[config.mk]
export PLATFORM = sky130hd
export DESIGN_NAME = serial_addsub_ctrl
export DESIGN_NICKNAME = d
export VERILOG_FILES = /design/src/rtl/serial_addsub_pkg.sv /design/src/rtl/FullADD.sv /design/src/rtl/serial_addsub_ctrl.sv
export SDC_FILE = /design/constraint.sdc
export NUM_CORES = 1
export LEC_CHECK = 0
export CORE_ASPECT_RATIO = 0.8
export CORE_MARGIN = 2
export CORE_UTILIZATION = 50
export DETAILED_ROUTE_END_ITERATION = 12
export GPL_TIMING_DRIVEN = 0
export HOLD_SLACK_MARGIN = 0.08
export PLACE_DENSITY = 0.86
export SYNTH_ARGS = -nofsm -noshare
export SYNTH_HDL_FRONTEND = slang
export SYNTH_SLANG_ARGS = --single-unit
[constraint.sdc]
create_clock -name CLK -period 3 [get_ports CLK]
set_clock_uncertainty 0.1 [all_clocks]
set_input_delay 0.45 -clock CLK [delete_from_list [all_inputs] [get_ports CLK]]
set_output_delay 0.45 -clock CLK [all_outputs]
set_load 0.005 [all_outputs]
[src/rtl/serial_addsub_pkg.sv]
// serial_addsub_pkg: shared FSM state encoding, op select codes and default width
// for the bit-serial add/subtract controller.
package serial_addsub_pkg;

    typedef enum logic [1:0] {IDLE, RUN, DONE} state_t;

    localparam logic OP_ADD = 1'b0;
    localparam logic OP_SUB = 1'b1;
    localparam int WIDTH_DEF = 8;

endpackage

[src/rtl/FullADD.sv]
// FullADD: 1-bit full adder cell.
module FullADD (
    input  logic a,
    input  logic b,
    input  logic ci,
    output logic s,
    output logic co
);

    assign s  = a ^ b ^ ci;
    assign co = (a & b) | (ci & (a ^ b));

endmodule

[src/rtl/serial_addsub_ctrl.sv]
// serial_addsub_ctrl: bit-serial A+B / A-B, LSB first, one bit per clock.
// Define SERIAL_ADDSUB_OVF_EN to add the signed-overflow output OVF.
module serial_addsub_ctrl
    import serial_addsub_pkg::*;
#(
    parameter int WIDTH = WIDTH_DEF
) (
    input  logic             CLK,
    input  logic             RST_N,
    input  logic             START,
    input  logic             SUB,
    input  logic [WIDTH-1:0] A,
    input  logic [WIDTH-1:0] B,
    output logic             BUSY,
    output logic             DONE,
    output logic [WIDTH-1:0] S,
    output logic             C_O
`ifdef SERIAL_ADDSUB_OVF_EN
    ,
    output logic             OVF
`endif
);

    localparam int CW = $clog2(WIDTH);

    state_t           state, state_n;
    logic [CW-1:0]    cnt;
    logic [WIDTH-1:0] a_q, b_q, s_q;
    logic             carry, co_q, load, last, sum, cout;
`ifdef SERIAL_ADDSUB_OVF_EN
    logic             ovf_q;
    assign OVF = ovf_q;
`endif

    assign BUSY = state == RUN;
    assign DONE = state == serial_addsub_pkg::DONE;
    assign S    = s_q;
    assign C_O  = co_q;
    assign last = cnt == CW'(WIDTH - 1);

    FullADD u_fa (
        .a (a_q[cnt]),
        .b (b_q[cnt]),
        .ci(carry),
        .s (sum),
        .co(cout)
    );

    always_comb begin
        state_n = (state == RUN) ? (last ? serial_addsub_pkg::DONE : RUN)
                                 : (START ? RUN : IDLE);
        load    = (state != RUN) && START;
    end

    // Subtraction is A + ~B + 1: B is stored inverted and the carry seeded with SUB.
    always_ff @(posedge CLK) begin
        if (!RST_N) begin
            state <= IDLE;
            cnt   <= '0;
            carry <= 1'b0;
            a_q   <= '0;
            b_q   <= '0;
            s_q   <= '0;
            co_q  <= 1'b0;
`ifdef SERIAL_ADDSUB_OVF_EN
            ovf_q <= 1'b0;
`endif
        end else begin
            state <= state_n;
            if (load) begin
                a_q   <= A;
                b_q   <= SUB ? ~B : B;
                cnt   <= '0;
                carry <= SUB;
            end else if (state == RUN) begin
                s_q[cnt] <= sum;
                carry    <= cout;
                cnt      <= last ? cnt : cnt + 1'b1;
                if (last) begin
                    co_q  <= cout;
`ifdef SERIAL_ADDSUB_OVF_EN
                    ovf_q <= carry ^ cout;
`endif
                end
            end
        end
    end

endmodule

==> metrics.md <==
| Metric | Value |
|---|---|
| Status | complete, no violations |
| CP max FO | 10 |
| Critical path's largest stage delay | 520 ps |
| Hold Path Origin | S[2] |
| Worst Setup Slack post-DPL | 534 ps |
| Worst rel slew slack | 63.2% |
| CTS Sinks | 31 |
| # diodes | 0 |
| Pwr per Cell Area | 469 nW/um2 |
| First-pass GRT wire length | 5690 um |
| Hold Vio Cnt, Final | 0 |
| Filler cell count | 230 |
| Crit path required time | around 3200 ps |
| Setup Crit Path Kind | reg2reg |
| Post-CTS Hold Fix Bufs | 0 |
| Routability Congestion | 0.875 |
| DR vias/cell | 5.35 |
| Distinct cells, synth | 32 |
| Layout cell share with drive strength beyond 1 | about a tenth |
| Clock-pin slew on the worst setup and hold paths | roughly 90 ps |
| All-Layer GR Usage | 22.8% |
| Final WS setup | 480 ps |
| Die height | 52.2 um |
| Drt pass-1 iters | 4 |
| Grt ovf | 0 |
| Measured slew at the worst slew-check pin | 552 ps |
| Largest net degree at the start of global routing | 11 |
| Synthesized area per cell | approximately 8.8 um2 |
| CTS HTree Levels | 2 |
| Post-Syn Instances | 165 |
| Core area | 2770 um2 |
| R2R setup slack | 480 ps |
| Endpoints failing setup | 0 |
| Worst hold stages | 2 |
| Post-synth EDFFs | 0 |
| Yosys reg bits | 31 |
| Sequence of cells on the critical path | buf_2, and2b_1, a221o_1, nand2_1, o211ai_1, fa_1, clkbuf_1, nand3_1, a21oi_1 |
| Starting DRC count in detailed routing | 67 |
| Final slew viol count | 0 |
| Via count | between 1000 and 1500 |
| Crit path arrival time | approximately 2700 ps |
| I/O pin total | 31 |
| Cell Rows | 17 |
| Crit path capture type | flop |
| Die ar. | 3360 um2 |
| Leak pwr | 0.723 nW |
| Fmax achieved | 397 MHz |
| Worst skew pair latency | ~330 ps |
| Crit start category | flop |
| Hold Path Sink | S[2] |
| Port bufs | 29 |
| Antenna Nets Post-Route | 0 |
| Drc violations | 0 |
| Setup Fix Bufs, Post-CTS | 0 |
| Seq/Total Area, Yosys | a little over two fifths |
| DR WL/cell | 13.8 um |
| VDD IR-drop max | 0.249 mV |
| Yosys warns | 0 |
| Hold WC Path Type | reg2reg |
| Longest Clk Path Bufs | 2 |
| Asr flop ratio synth | 0% |
| Initial antenna violation count | 0 |
| Area Overhead vs Synth | 28.0% |
| Nets | 224 |
| RSZ-0062 raised after global routing | false |
| TNS Setup | 0 ps |
| R2r startpoint | cnt[1] |
| RR Endpoint | S[4] |
| Final Util | 67.3% |
| Starting Density | 52.6% |
| Root buffer cell | clkbuf_4 |
| DP HPWL | 2530 um |
| Total Wirelength | approximately 3300 um |
| Syn Nets | 188 |
| Die W | 64.3 um |
| CTS tree | yes |
| Maxcap violations | 0 |
| Post-Syn Area | 1450 um2 |
| Main flop type after synthesis | dfxtp_1 |
| Vias in the first global route | 1287 |
| Slowest CP cell | fa_1 |
| Fin crit period | 2520 ps |
| Worst reg2reg path depth | 9 |
| Final period util | 84.0% |
| Gates resized, CTS repair | 0 |
| Num CTS Buffers | 5 |
-- worst max-delay path: cells and delay by family, from the launching register on --
| kind | cells | cell delay, ps |
|---|---|---|
| AOI/OAI and AO/OA | 3 | 560 |
| and+or+nand+nor | 3 | 440 |
| buffers and inverters | 2 | 510 |
| DFF | 1 | 330 |
| adders and majority gates | 1 | 520 |
-- cells in the final DEF (no fill, tap or decap) --
master	count
clkbuf_8	2
xnor2_1	8
nor2b_1	2
fa_1	1
o21ai_0	1
a211oi_2	4
and2_1	1
mux2_2	1
a211oi_1	5
and2b_1	1
o32ai_1	1
nand3_1	7
buf_6	2
a21oi_1	12
dfxtp_1	31
nand2b_4	1
clkbuf_1	6
inv_1	2
a31oi_1	1
clkdlybuf4s50_1	29
nand3b_1	2
ha_1	2
a221o_1	1
o21ai_1	1
o221ai_1	1
a22oi_1	2
nand2_1	27
buf_2	4
o211ai_1	1
buf_4	1
clkbuf_4	5
nor3b_2	1
mux2i_1	12
nor2_1	23
nand4_1	1
-- stage by stage --
stage	instance area (um2)	power (mW)	cells	hold WS, ps
2_1_floorplan	1450	0.546	165	336
3_3_place_gp	1790	0.595	232	342
3_5_place_dp	1790	0.603	232	347
4_1_cts	1860	0.877	240	360
5_1_grt	1860	0.917	240	391
6_report	1860	0.873	240	358
-- cell usage after synthesis, types with 4 or more instances --
cell / count / area, um2
mux2i_1: 12 / 120
clkbuf_1: 5 / 18.8
nor2_1: 23 / 86.3
a211oi_1: 5 / 37.5
a21oi_1: 12 / 60.1
nand2_1: 27 / 101
nand3_1: 7 / 35.0
a211oi_2: 4 / 50.1
xnor2_1: 8 / 70.1
buf_2: 4 / 20.0
dfxtp_1: 31 / 621
-- report_power, final --
| part | total, mW | internal (mW) | switching, mW | leakage [nW] |
|---|---|---|---|---|
| Combinational | 0.150 | 0.0724 | 0.0774 | 0.431 |
| Clock | 0.278 | 0.138 | 0.141 | 0.0386 |
| Sequential | 0.445 | 0.432 | 0.0131 | 0.254 |
| Total | 0.873 | 0.642 | 0.231 | 0.723 |
-- worst max path at each step --
stage           start   end  slack (ps)  cells after the start
6_report       cnt[1]  S[4]         480                      9
4_1_cts        cnt[1]  S[4]         510                      9
3_5_place_dp   cnt[1]  S[4]         530                      9
2_1_floorplan  cnt[1]  S[2]         810                      9
5_1_grt        cnt[1]  S[1]         340                      9
3_3_place_gp   cnt[1]  S[4]         580                      9
-- metal layers --
layer  global-route usage (%)  share of wire (%)  up-vias
met5                        0                  0        -
li1                         -                  -      635
met1                     26.8                 43      593
met4                     16.0                3.6        0
met3                     6.67                5.7       13
met2                     36.5                 47       44
-- flip-flops by register name, indices dropped and copies added, names as in the netlist --
name   cells
a_q        8
S          8
cnt        3
b_q        8
C_O        1
state      2
carry      1
-- final cells by class --
class | instances | area (um2) | share of cell area, %
Buffer | 12 | 68.8 | 3.70
Timing Repair Buffer | 29 | 290 | 15.6
Clock buffer | 8 | 68.8 | 3.70
Inverter | 2 | 7.51 | 0.403
Multi-Input combinational cell | 120 | 757 | 40.7
Tap cell | 38 | 47.5 | 2.56
Sequential cell | 31 | 621 | 33.4
-- cells by family (layout without fill, tap and decap cells) --
kind of cell               count (synthesis)  in the layout  share of synthesized area, %
xor gates and xnor gates                   8              8                          4.82
muxes                                     13             13                          9.04
adders and majority gates                  3              3                          3.10
and+or+nand+nor                           66             66                          20.4
AOI/OAI and AO/OA                         30             30                          14.7
DFF                                       31             31                          42.7
buffers and inverters                     14             51                          5.25
Power figures use the tool's default switching activity.
